===== src/rtl/adjust_sequencer.sv =====
// -----------------------------------------------------------------------------
// adjust_sequencer
//
// Front-end controller for adjust_inc_control. Turns two debounced buttons
// into a one-hot field selector and a single-cycle increment strobe.
//   - mode press steps RUN -> HOURS -> MINUTES -> SECONDS -> RUN
//   - inc press emits one strobe; holding inc auto-repeats after HOLD_TICKS,
//     then every REPEAT_TICKS
//   - inactivity for TIMEOUT_TICKS forces a return to RUN
//   - blink flashes the field being edited (1 = visible)
//
// Ports:
//   clk              system clock
//   reset_n          asynchronous, active-low reset
//   btn_mode         debounced mode button level, 1 = pressed
//   btn_inc          debounced increment button level, 1 = pressed
//   adjust_mode[2:0] one-hot field select: bit2 hours, bit1 minutes,
//                    bit0 seconds, 000 = RUN
//   adjust_increment registered single-cycle increment strobe
//   blink            display phase, 1 = field visible
//   adjusting        high in any non-RUN state
// -----------------------------------------------------------------------------
module adjust_sequencer #(
  parameter int TICK_DIV      = 50000,
  parameter int HOLD_TICKS    = 500,
  parameter int REPEAT_TICKS  = 100,
  parameter int TIMEOUT_TICKS = 10000,
  parameter int BLINK_TICKS   = 250
) (
  input  logic       clk,
  input  logic       reset_n,
  input  logic       btn_mode,
  input  logic       btn_inc,
  output logic [2:0] adjust_mode,
  output logic       adjust_increment,
  output logic       blink,
  output logic       adjusting
);

  localparam int TICK_W   = $clog2(TICK_DIV);
  localparam int HOLD_MAX = (HOLD_TICKS > REPEAT_TICKS) ? HOLD_TICKS : REPEAT_TICKS;
  localparam int HOLD_W   = $clog2(HOLD_MAX + 1);
  localparam int TO_W     = $clog2(TIMEOUT_TICKS + 1);
  localparam int BLINK_W  = $clog2(BLINK_TICKS + 1);

  // State encoding doubles as the adjust_mode output.
  typedef enum logic [2:0] {
    ST_RUN     = 3'b000,
    ST_HOURS   = 3'b100,
    ST_MINUTES = 3'b010,
    ST_SECONDS = 3'b001
  } state_t;

  state_t              r_state;
  state_t              w_next_state;

  logic [TICK_W-1:0]   r_tick_cnt;
  logic                r_mode_prev;
  logic                r_inc_prev;
  logic [HOLD_W-1:0]   r_hold_cnt;
  logic                r_rep_armed;
  logic                r_rep_phase;   // 0: waiting for first hold, 1: repeating
  logic [TO_W-1:0]     r_timeout;
  logic                r_inc_pulse;
  logic                r_blink;
  logic [BLINK_W-1:0]  r_blink_cnt;
  logic                r_adjusting;

  logic                w_tick;
  logic                w_mode_press;
  logic                w_inc_press;
  logic                w_in_adjust;
  logic                w_inc_start;
  logic                w_hold_last;
  logic                w_rep_pulse;
  logic                w_timeout;

  // ---------------------------------------------------------------------------
  // Free-running tick prescaler
  // ---------------------------------------------------------------------------
  assign w_tick = (r_tick_cnt == TICK_W'(TICK_DIV - 1));

  // NOTE: sequential state uses non-blocking assignments so every register
  // samples the values from before the edge.
  always_ff @(posedge clk or negedge reset_n) begin
    if (!reset_n) begin
      r_tick_cnt <= '0;
    end else if (w_tick) begin
      r_tick_cnt <= '0;
    end else begin
      r_tick_cnt <= r_tick_cnt + 1'b1;
    end
  end

  // ---------------------------------------------------------------------------
  // Press detection. Previous levels reset to 1 so a button held through
  // reset must be released before it can register a press.
  // ---------------------------------------------------------------------------
  always_ff @(posedge clk or negedge reset_n) begin
    if (!reset_n) begin
      r_mode_prev <= 1'b1;
      r_inc_prev  <= 1'b1;
    end else begin
      r_mode_prev <= btn_mode;
      r_inc_prev  <= btn_inc;
    end
  end

  assign w_mode_press = btn_mode & ~r_mode_prev;
  assign w_inc_press  = btn_inc  & ~r_inc_prev;
  assign w_in_adjust  = (r_state != ST_RUN);

  // A mode press in the same cycle swallows the inc press.
  assign w_inc_start  = w_inc_press & w_in_adjust & ~w_mode_press;

  // ---------------------------------------------------------------------------
  // Auto-repeat: the hold counter counts ticks while armed; its target is
  // HOLD_TICKS before the first repeat and REPEAT_TICKS afterwards.
  // ---------------------------------------------------------------------------
  assign w_hold_last = r_rep_phase ? (r_hold_cnt == HOLD_W'(REPEAT_TICKS - 1))
                                   : (r_hold_cnt == HOLD_W'(HOLD_TICKS - 1));

  assign w_rep_pulse = r_rep_armed & btn_inc & w_tick & w_hold_last & ~w_mode_press;

  // Expiry happens on the tick that takes the counter to zero, unless some
  // activity reloads it in that same cycle.
  assign w_timeout = w_in_adjust & w_tick & (r_timeout <= TO_W'(1)) &
                     ~w_mode_press & ~w_inc_press & ~w_rep_pulse;

  always_ff @(posedge clk or negedge reset_n) begin
    if (!reset_n) begin
      r_rep_armed <= 1'b0;
      r_rep_phase <= 1'b0;
      r_hold_cnt  <= '0;
    end else if (w_mode_press || w_timeout || !btn_inc || !w_in_adjust) begin
      // Field change, timeout or release cancels the repeat until a new press.
      r_rep_armed <= 1'b0;
      r_rep_phase <= 1'b0;
      r_hold_cnt  <= '0;
    end else if (w_inc_start) begin
      r_rep_armed <= 1'b1;
      r_rep_phase <= 1'b0;
      r_hold_cnt  <= '0;
    end else if (r_rep_armed && w_tick) begin
      if (w_hold_last) begin
        r_rep_phase <= 1'b1;
        r_hold_cnt  <= '0;
      end else begin
        r_hold_cnt  <= r_hold_cnt + 1'b1;
      end
    end
  end

  always_ff @(posedge clk or negedge reset_n) begin
    if (!reset_n) begin
      r_inc_pulse <= 1'b0;
    end else begin
      r_inc_pulse <= w_inc_start | w_rep_pulse;
    end
  end

  // ---------------------------------------------------------------------------
  // Inactivity timeout
  // ---------------------------------------------------------------------------
  always_ff @(posedge clk or negedge reset_n) begin
    if (!reset_n) begin
      r_timeout <= '0;
    end else if (w_mode_press || w_inc_press || w_rep_pulse) begin
      r_timeout <= TO_W'(TIMEOUT_TICKS);
    end else if (w_in_adjust && w_tick && (r_timeout != '0)) begin
      r_timeout <= r_timeout - 1'b1;
    end
  end

  // ---------------------------------------------------------------------------
  // Mode FSM
  // ---------------------------------------------------------------------------
  always_ff @(posedge clk or negedge reset_n) begin
    if (!reset_n) begin
      r_state     <= ST_RUN;
      r_adjusting <= 1'b0;
    end else begin
      r_state     <= w_next_state;
      r_adjusting <= (w_next_state != ST_RUN);
    end
  end

  // NOTE: the default assignment comes first so every path drives
  // w_next_state and no latch is inferred.
  always_comb begin
    w_next_state = r_state;
    if (w_mode_press) begin
      case (r_state)
        ST_RUN:     w_next_state = ST_HOURS;
        ST_HOURS:   w_next_state = ST_MINUTES;
        ST_MINUTES: w_next_state = ST_SECONDS;
        default:    w_next_state = ST_RUN;
      endcase
    end else if (w_timeout) begin
      w_next_state = ST_RUN;
    end
  end

  // ---------------------------------------------------------------------------
  // Blink: steady in RUN; in adjust states the phase restarts visible on
  // entry and on every increment so the field never vanishes while edited.
  // ---------------------------------------------------------------------------
  always_ff @(posedge clk or negedge reset_n) begin
    if (!reset_n) begin
      r_blink     <= 1'b1;
      r_blink_cnt <= '0;
    end else if ((w_next_state == ST_RUN) || (w_next_state != r_state) ||
                 w_inc_start || w_rep_pulse) begin
      r_blink     <= 1'b1;
      r_blink_cnt <= '0;
    end else if (w_tick) begin
      if (r_blink_cnt == BLINK_W'(BLINK_TICKS - 1)) begin
        r_blink     <= ~r_blink;
        r_blink_cnt <= '0;
      end else begin
        r_blink_cnt <= r_blink_cnt + 1'b1;
      end
    end
  end

  assign adjust_mode      = r_state;
  assign adjust_increment = r_inc_pulse;
  assign blink            = r_blink;
  assign adjusting        = r_adjusting;

endmodule


===== config.mk =====
export PLATFORM = sky130hd
export DESIGN_NAME = adjust_sequencer
export DESIGN_NICKNAME = d
export VERILOG_FILES = /design/src/rtl/adjust_sequencer.sv
export SDC_FILE = /design/constraint.sdc
export NUM_CORES = 1
export LEC_CHECK = 0
export CORE_ASPECT_RATIO = 0.9
export CORE_UTILIZATION = 66
export DETAILED_ROUTE_END_ITERATION = 7
export HOLD_SLACK_MARGIN = 0.03
export PLACE_DENSITY_LB_ADDON = 0.12
export SYNTH_ARGS = -nofsm -noshare
export SYNTH_HDL_FRONTEND = slang
export SYNTH_SLANG_ARGS = --single-unit

===== constraint.sdc =====
create_clock -name clk -period 4.1 [get_ports clk]
set_clock_uncertainty 0.15 [all_clocks]
set_input_delay 1.025 -clock clk [delete_from_list [all_inputs] [get_ports clk]]
set_output_delay 1.025 -clock clk [all_outputs]
set_load 0.01 [all_outputs]

==> impl_metrics.tcl, run 1 <==
set metrics [dict create \
    status "completed" \
    cp.required_ps 4210 \
    final_cell_mix "54 x dfrtp_1, 39 x nor2_1, 21 x xor2_1" \
    postCtsHoldBufs 0 \
    worst_hold_slack_ps 335.6 \
    crit_chain "clkdlybuf4s50_1 -> nor2b_1 -> or2_2 -> a31oi_1 -> nand3_2 -> or3b_1" \
    drt_iter0_markers 183 \
    ios 10 \
    die_height_um 67.04 \
    worstSetupPathDepth 6 \
    port_buffers 9 \
    hold_depth 1 \
    hold_viol_final 0 \
    grt_pass1_wl_um 10990 \
    cts_tree "yes" \
    grt_overflow_total 0 \
    first_global_vias 2376 \
    finalCriticalPeriod_ps 3219 \
    worstSetupEndpointType "flip-flop" \
    grt_max_degree 35 \
    drc 0 \
    cp.arrival_ps 3330 \
    worst_slew_pin_slew_ps 937.2 \
    worstSetupStartpointType "input port" \
    wire_per_inst_um 16.39 \
    dieArea_um2 4978 \
    setup_viol 0 \
    initial_core_util 0.6909 \
    drt_wl_total_um 6589 \
    ys_seq_area_frac 0.4611 \
    max_clock_freq_mhz 310.6 \
    ys_warn_count 0 \
    nNetsFinal 346 \
    power_density_nw_per_um2 393.5 \
    drive_above_1_share 0.08529 \
    cts_buffers 9 \
    worst-path-buf-inv 1 \
    gp_congestion 0.8445 \
    r2r_slack_ps 1270 \
    cts_root_buf "clkbuf_8" \
    yosys_most_used_dff "dfrtp_1" \
    diodes 0 \
    cp-endpoint "blink" \
    p_total_mw 1.348 \
    slowest_delay_ps 510 \
    maxSlewViolCount 0 \
    cpLargestDelayFamily "simple AND/OR/NAND/NOR gates" \
    hold_path.class "reg2reg" \
    leakage_nw 1.407 \
    dp_hpwl_um 4501 \
    postSynthAreaPerCell_um2 9.603 \
    syn_nets 334 \
    clk_pin_slew_ps 70 \
    antenna_left 0 \
    relSlewSlack 0.3705 \
    min_period_over_period 0.7851 \
    rsz0062_at_grt "false" \
    die_width_um 74.26 \
    cp_slowest_cell "clkdlybuf4s50_1" \
    cts_num_sinks 57 \
    track_usage 0.2978 \
    synth_cells 323 \
    setup_tns_ps 0 \
    clk_latency_ps 330 \
    core_um2 4489 \
    first_pass_iters 4 \
    synthToLayoutAreaGrowth_pct 10.45 \
    cts_max_level 3 \
    vdd_drop_max_mv 0.2652 \
    r2r_end "r_blink_cnt[7]" \
    synthDistinctLibCells 51 \
    synth-edff-count 0 \
    ys_ff_latch 57 \
    postCtsSetupRepairBufs 0 \
    antenna_found_initial 0 \
    worst_slack_ps 880.9 \
    max-clock-path-buffers 2 \
    num_vias 2535 \
    setup.worst_path.start "btn_inc" \
    path_class "in2reg" \
    max-cap-violations 0 \
    netlist_area_um2 3102 \
    reg2regPathDepth 5 \
    ctsResizeCount 0 \
    final_common_cell "dfrtp_1" \
    vias_per_cell 6.306 \
    ys_async_sr_fraction 1.000 \
    num_rows 23 \
    crit_fanout 9 \
    place_ws_ps 555.2 \
    reg2reg_from "r_tick_cnt[5]" \
]
==> routing by layer <==
layer	vias up	GRT usage	wire length, um
met2	47	0.4739	3216
met3	15	0.09380	216
li1	1210	-	-
met5	-	0	0
met1	1263	0.3846	3037
met4	0	0.09670	118
==> through the flow <==
stage | instances | area (um2) | util
finish | 402 | 3426 | 0.7631
global route | 402 | 3426 | 0.7631
CTS | 402 | 3426 | 0.7631
detailed placement | 386 | 3227 | 0.7188
global placement | 386 | 3227 | 0.7188
floorplan | 323 | 3102 | -
==> kinds of logic (layout without fill, tap and decap cells) <==
logic type / Yosys count / in the layout / share of synthesized area
xor gates and xnor gates: 29 / 29 / 0.08189
adders and majority gates: 7 / 7 / 0.02824
and+or+nand+nor: 159 / 159 / 0.2880
buffers and inverters: 19 / 36 / 0.02783
muxes: 2 / 2 / 0.006857
AOI/OAI and AO/OA: 50 / 50 / 0.1061
DFF: 57 / 57 / 0.4611
==> where the power goes <==
group          switching (mW)  internal (mW)  leakage [nW]
Clock                   0.215          0.312         0.103
Combinational           0.130         0.0782         0.564
Sequential             0.0261          0.586         0.739
==> synthesized netlist by cell type (4+ instances only) <==
library cell,n,share of area
or3_1,4,0.0081
clkbuf_1,5,0.0061
a21o_1,5,0.012
nor2_1,39,0.047
xor2_1,21,0.059
nor3_1,13,0.021
and3_1,6,0.012
o21ai_0,8,0.013
inv_1,9,0.011
a21oi_1,19,0.031
nand3_1,18,0.029
ha_1,7,0.028
xnor2_1,8,0.023
dfrtp_1,54,0.44
a31oi_1,4,0.0081
nand4_1,19,0.038
nor4_1,10,0.020
nand2_1,19,0.023
==> layout make-up <==
type,instances,area (um2)
multi-input cells,247,1585
flip-flops and latches,57,1430
fillers,330,1064
clock buffers,13,158.9
repair buffers,11,100.1
well taps,62,77.57
clock inverters,3,40.04
inverters,9,33.78
==> how the worst min path moves through the flow <==
stage	startpoint	to
2_1_floorplan	r_tick_cnt[0]	r_tick_cnt[0]
3_3_place_gp	r_tick_cnt[0]	r_tick_cnt[0]
3_5_place_dp	r_tick_cnt[0]	r_tick_cnt[0]
4_1_cts	r_tick_cnt[0]	r_tick_cnt[0]
5_1_grt	r_blink_cnt[7]	r_blink_cnt[7]
6_report	r_tick_cnt[0]	r_tick_cnt[0]
==> sequential cells by signal, summed over array words and instances, names as in the netlist <==
name and flops:
adjust_increment 1, adjust_mode 3, adjusting 1, blink 1
r_blink_cnt 8, r_hold_cnt 9, r_inc_prev 1, r_mode_prev 1
r_rep_armed 1, r_rep_phase 1, r_tick_cnt 16, r_timeout 14
No activity file was read; power rests on OpenSTA's default activity.
==> inputs of run 2 (changes only) <==
- CORE_UTILIZATION: 66 -> 61
- clock period: 4.1 -> 3.15 ns (I/O delays scaled with it)
==> run 2 against run 1 <==
Routed wire length fell by 3.5%. Via count fell by 0.83%. Clock power rose by 13%. Die area rose by 8.0%. Cell count rose by 1.7%. Hold slack got worse by 67 ps. Register-to-register slack got worse by 730 ps. First-iteration DRC count rose by 17%. Sequential power rose by 31%. Highest routed layer unchanged.
==> impl_metrics.tcl, run 2 (synthesized netlist as in run 1, its figures left out) <==
set metrics [dict create \
    antenna_left 0 \
    first_pass_iters 4 \
    hold_viol_final 0 \
    worst_slew_pin_slew_ps 619.5 \
    leakage_nw 1.420 \
    ios 10 \
    min_period_over_period 0.8284 \
    drive_above_1_share 0.1017 \
    p_total_mw 1.681 \
    grt_pass1_wl_um 11360 \
    biggestRegsByFlops "r_tick_cnt (16), r_timeout (14), r_hold_cnt (9)" \
    clk_pin_slew_ps 60 \
    cp_slowest_cell "or4_1" \
    cp.arrival_ps 2720 \
    nNetsFinal 352 \
    regArea_um2 1430 \
    max-cap-violations 0 \
    die_width_um 77.17 \
    clk_latency_ps 340 \
    setup_viol 0 \
    relSlewSlack 0.5814 \
    ctsResizeCount 0 \
    cts_max_level 3 \
    drt_wl_total_um 6360 \
    drc 0 \
    worstSetupStartpointType "flip-flop" \
    place_ws_ps 307.1 \
    antenna_found_initial 0 \
    worst_hold_slack_ps 268.8 \
    reg2regPathDepth 5 \
    hold_path.class "in2async" \
    cts_tree "yes" \
    setup_tns_ps 0 \
    num_rows 24 \
    path_class "reg2reg" \
    synthToLayoutAreaGrowth_pct 11.05 \
    worstSetupEndpointType "flip-flop" \
    cts_buffers 9 \
    reg2reg_from "r_timeout[3]" \
    final_cell_mix "54 x dfrtp_1, 39 x nor2_1, 21 x xor2_1" \
    fill_cells 414 \
    max-clock-path-buffers 2 \
    finalCriticalPeriod_ps 2610 \
    core_um2 4865 \
    dieArea_um2 5375 \
    maxSlewViolCount 0 \
    wire_per_inst_um 15.55 \
    cts_num_sinks 57 \
    vdd_drop_max_mv 0.3017 \
    port_buffers 9 \
    status "completed" \
    cp.required_ps 3260 \
    multi_input_area_um2 1585 \
    r2r_end "r_timeout[1]" \
    crit_fanout 13 \
    dp_hpwl_um 4362 \
    diodes 0 \
    power_density_nw_per_um2 488.0 \
    slowest_delay_ps 700 \
    grt_max_degree 23 \
    largest_register_ffs 16 \
    rsz0062_at_grt "false" \
    initial_core_util 0.6376 \
    crit_chain "or4_1 -> or4_4 -> nand3_1 -> mux2_2 -> nor2_1" \
    max_clock_freq_mhz 383.2 \
    worst_slack_ps 540.4 \
    die_height_um 69.65 \
    grt_overflow_total 0 \
    vias_per_cell 6.147 \
    regMostFlops "r_tick_cnt" \
    cts_root_buf "clkbuf_8" \
    postCtsSetupRepairBufs 0 \
    gp_congestion 0.8703 \
    first_global_vias 2426 \
    postCtsHoldBufs 0 \
    track_usage 0.2718 \
    num_vias 2514 \
    r2r_slack_ps 540 \
    drt_iter0_markers 215 \
    final_common_cell "dfrtp_1" \
]
-- run 2: cell type report --
| class | instances | area share |
|---|---|---|
| Clock buffer | 11 | 0.04395 |
| Clock inverter | 3 | 0.005085 |
| Inverter | 9 | 0.009807 |
| Multi-Input combinational cell | 247 | 0.4602 |
| Sequential cell | 57 | 0.4152 |
| Tap cell | 65 | 0.02361 |
| Timing Repair Buffer | 17 | 0.04214 |
-- run 2: worst max-delay path, delay by kind of cell, from the launching register on --
family	cells	cell delay (ps)
mux	1	340
flops	1	410
simple gates	4	1630
-- run 2: through the flow --
step,cells,util,area [um2]
floorplan,323,-,3102
global placement,395,0.6734,3276
detailed placement,395,0.6734,3276
CTS,409,0.7081,3445
global route,409,0.7081,3445
finish,409,0.7081,3445
-- run 2: metal layers --
metal	share of wire	track usage	wire length (um)
met1	0.49	0.3876	3094
met4	0.020	0.1237	126
met5	0	0	0
met3	0.044	0.07368	283
met2	0.45	0.3854	2855
-- run 2: worst max-delay path by stage --
stage / startpoint / endpoint / slack (ps) / cells past startpoint
3_3_place_gp: btn_mode / blink / 330 / 6
4_1_cts: r_timeout[3] / r_timeout[1] / 550 / 5
2_1_floorplan: btn_mode / blink / 570 / 6
6_report: r_timeout[3] / r_timeout[1] / 540 / 5
3_5_place_dp: btn_inc / blink / 310 / 6
5_1_grt: r_timeout[2] / adjusting / 440 / 5
-- run 2: report_power, final --
part           internal [mW]  switching [mW]
registers              0.763          0.0363
logic                  0.118           0.169
clock network          0.316           0.279
==> inputs of run 3 (changes only) <==
- CORE_UTILIZATION: 61 -> 55
- clock period: 3.15 -> 2.4 ns (I/O delays scaled with it)
==> run 3 against run 2 <==
Cell count grew 7.6%. Critical path type unchanged. Count of clock-buffer cells in the layout rose by 2. Worst setup slack got worse by 440 ps. Sequential cell count stayed put. Non-clock buffer count increased by 27. Clock power rose by 53%. Combinational power up 46%. Routed wire length is 3.8% higher. Largest power group unchanged. Power is 41% higher.
==> impl_metrics.tcl, run 3 (synthesized netlist as in run 1, its figures left out) <==
set metrics [dict create \
    final_common_cell "dfrtp_1" \
    r2r_end "r_timeout[9]" \
    vdd_drop_max_mv 0.4722 \
    global_route.usage.met2 0.3819 \
    busiest_layer "met2" \
    relSlewSlack 0.5364 \
    maxSlewViolCount 0 \
    grtUsageMet3 0.08250 \
    clk_latency_ps 340 \
    drt_wl_total_um 6603 \
    gp_congestion 0.8385 \
    drc 0 \
    num_vias 2586 \
    cts_max_level 3 \
    cts_tree "yes" \
    r2r_slack_ps 100 \
    clk_pin_slew_ps 60 \
    use_met1 0.3464 \
    power_density_nw_per_um2 638.6 \
    max-cap-violations 0 \
    drive_above_1_share 0.1743 \
    die_width_um 81.16 \
    reg2regPathDepth 6 \
    port_buffers 9 \
    grt_pass1_wl_um 11320 \
    p_total_mw 2.376 \
    first_pass_iters 4 \
    postCtsHoldBufs 0 \
    antenna_found_initial 0 \
    worstSetupStartpointType "flip-flop" \
    place_ws_ps -106.2 \
    initial_core_util 0.5799 \
    leakage_nw 1.617 \
    cts_root_buf "clkbuf_8" \
    wire_per_inst_um 15.01 \
    max_clock_freq_mhz 434.7 \
    crit_fanout 11 \
    cts_num_sinks 57 \
    setup_viol 0 \
    antenna_left 0 \
    core_um2 5349 \
    track_usage 0.2572 \
    fin_util 0.6957 \
    status "completed" \
    finalCriticalPeriod_ps 2300 \
    biggestRegsByFlops "r_tick_cnt (16), r_timeout (14), r_hold_cnt (9)" \
    largest_register_ffs 16 \
    setup_tns_ps 0 \
    nNetsFinal 379 \
    grt_overflow_total 0 \
    regMostFlops "r_tick_cnt" \
    cp.required_ps 2480 \
    die_height_um 73.24 \
    vias_per_cell 5.877 \
    ios 10 \
    final_cell_mix "54 x dfrtp_1, 39 x nor2_1, 34 x buf_4" \
    num_rows 25 \
    worst_slew_pin_slew_ps 689.0 \
    reg2reg_from "r_timeout[3]" \
    max-clock-path-buffers 2 \
    dp.cells 423 \
    worstSetupEndpointType "flip-flop" \
    synthToLayoutAreaGrowth_pct 19.97 \
    grt_max_degree 58 \
    path_class "reg2reg" \
    cp.arrival_ps 2380 \
    hold_path.class "in2async" \
    hold_viol_final 0 \
    cts_buffers 9 \
    first_global_vias 2477 \
    dieArea_um2 5944 \
    min_period_over_period 0.9585 \
    drt_iter0_markers 175 \
    worst_slack_ps 99.52 \
    dp_hpwl_um 4560 \
    diodes 0 \
    fin_cells 440 \
]
## run 3: changes by cell type in the layout (fill, tap and decap cells not counted), sizes merged
cell	previous run	this run
bufinv	0	1
clkbuf	11	13
clkinvlp	1	0
buf	9	36
## run 3: per-layer routing
metal / routed length, um / share of wire / vias to the layer above
met5: 0 / 0 / -
met4: 71 / 0.011 / 0
met3: 269 / 0.041 / 8
met2: 2961 / 0.45 / 55
met1: 3300 / 0.50 / 1243
li1: - / - / 1280
## run 3: layout make-up
type | count | area, um2
flip-flops and latches | 57 | 1430
well taps | 67 | 83.83
clock buffers | 13 | 158.9
repair buffers | 44 | 360.3
clock inverters | 3 | 40.04
inverters | 9 | 33.78
fillers | 413 | 1628
multi-input cells | 247 | 1614
## run 3: worst max path at each step
stage                      to  slack [ps]  depth (start not counted)      startpoint
4_1_cts         r_hold_cnt[5]           1                          5   r_tick_cnt[5]
5_1_grt        r_blink_cnt[2]          -5                          6  r_tick_cnt[14]
2_1_floorplan           blink          10                          6        btn_mode
3_3_place_gp            blink         -70                          6        btn_mode
6_report         r_timeout[9]         100                          6    r_timeout[3]
3_5_place_dp   r_blink_cnt[7]        -110                          7         btn_inc
## run 3: report_power, final
group | switching, mW | total [mW] | leakage (nW) | internal [mW]
sequential | 0.0454 | 1.05 | 0.739 | 1.00
combinational | 0.232 | 0.418 | 0.774 | 0.185
clock | 0.379 | 0.912 | 0.103 | 0.533
## run 3: critical path, cell delays in order, from the launching register on
cell	delay, ps
dfrtp_1	390
or4_4	570
or4_4	540
buf_4	190
nand4_1	110
xor2_1	160
nand2_1	70
## run 3: metrics by stage
stage / hold WS, ps / cell area [um2]
4_1_cts: 97.89 / 3694
3_5_place_dp: 318.0 / 3486
2_1_floorplan: 154.4 / 3102
5_1_grt: 110.5 / 3721
3_3_place_gp: 318.3 / 3486
6_report: 89.40 / 3721
## run 3: timing repair
action	in CTS	in global routing
endpoints found under the setup margin	6	29
resized for setup	1	4
pin swaps	0	1
setup buffers	0	1
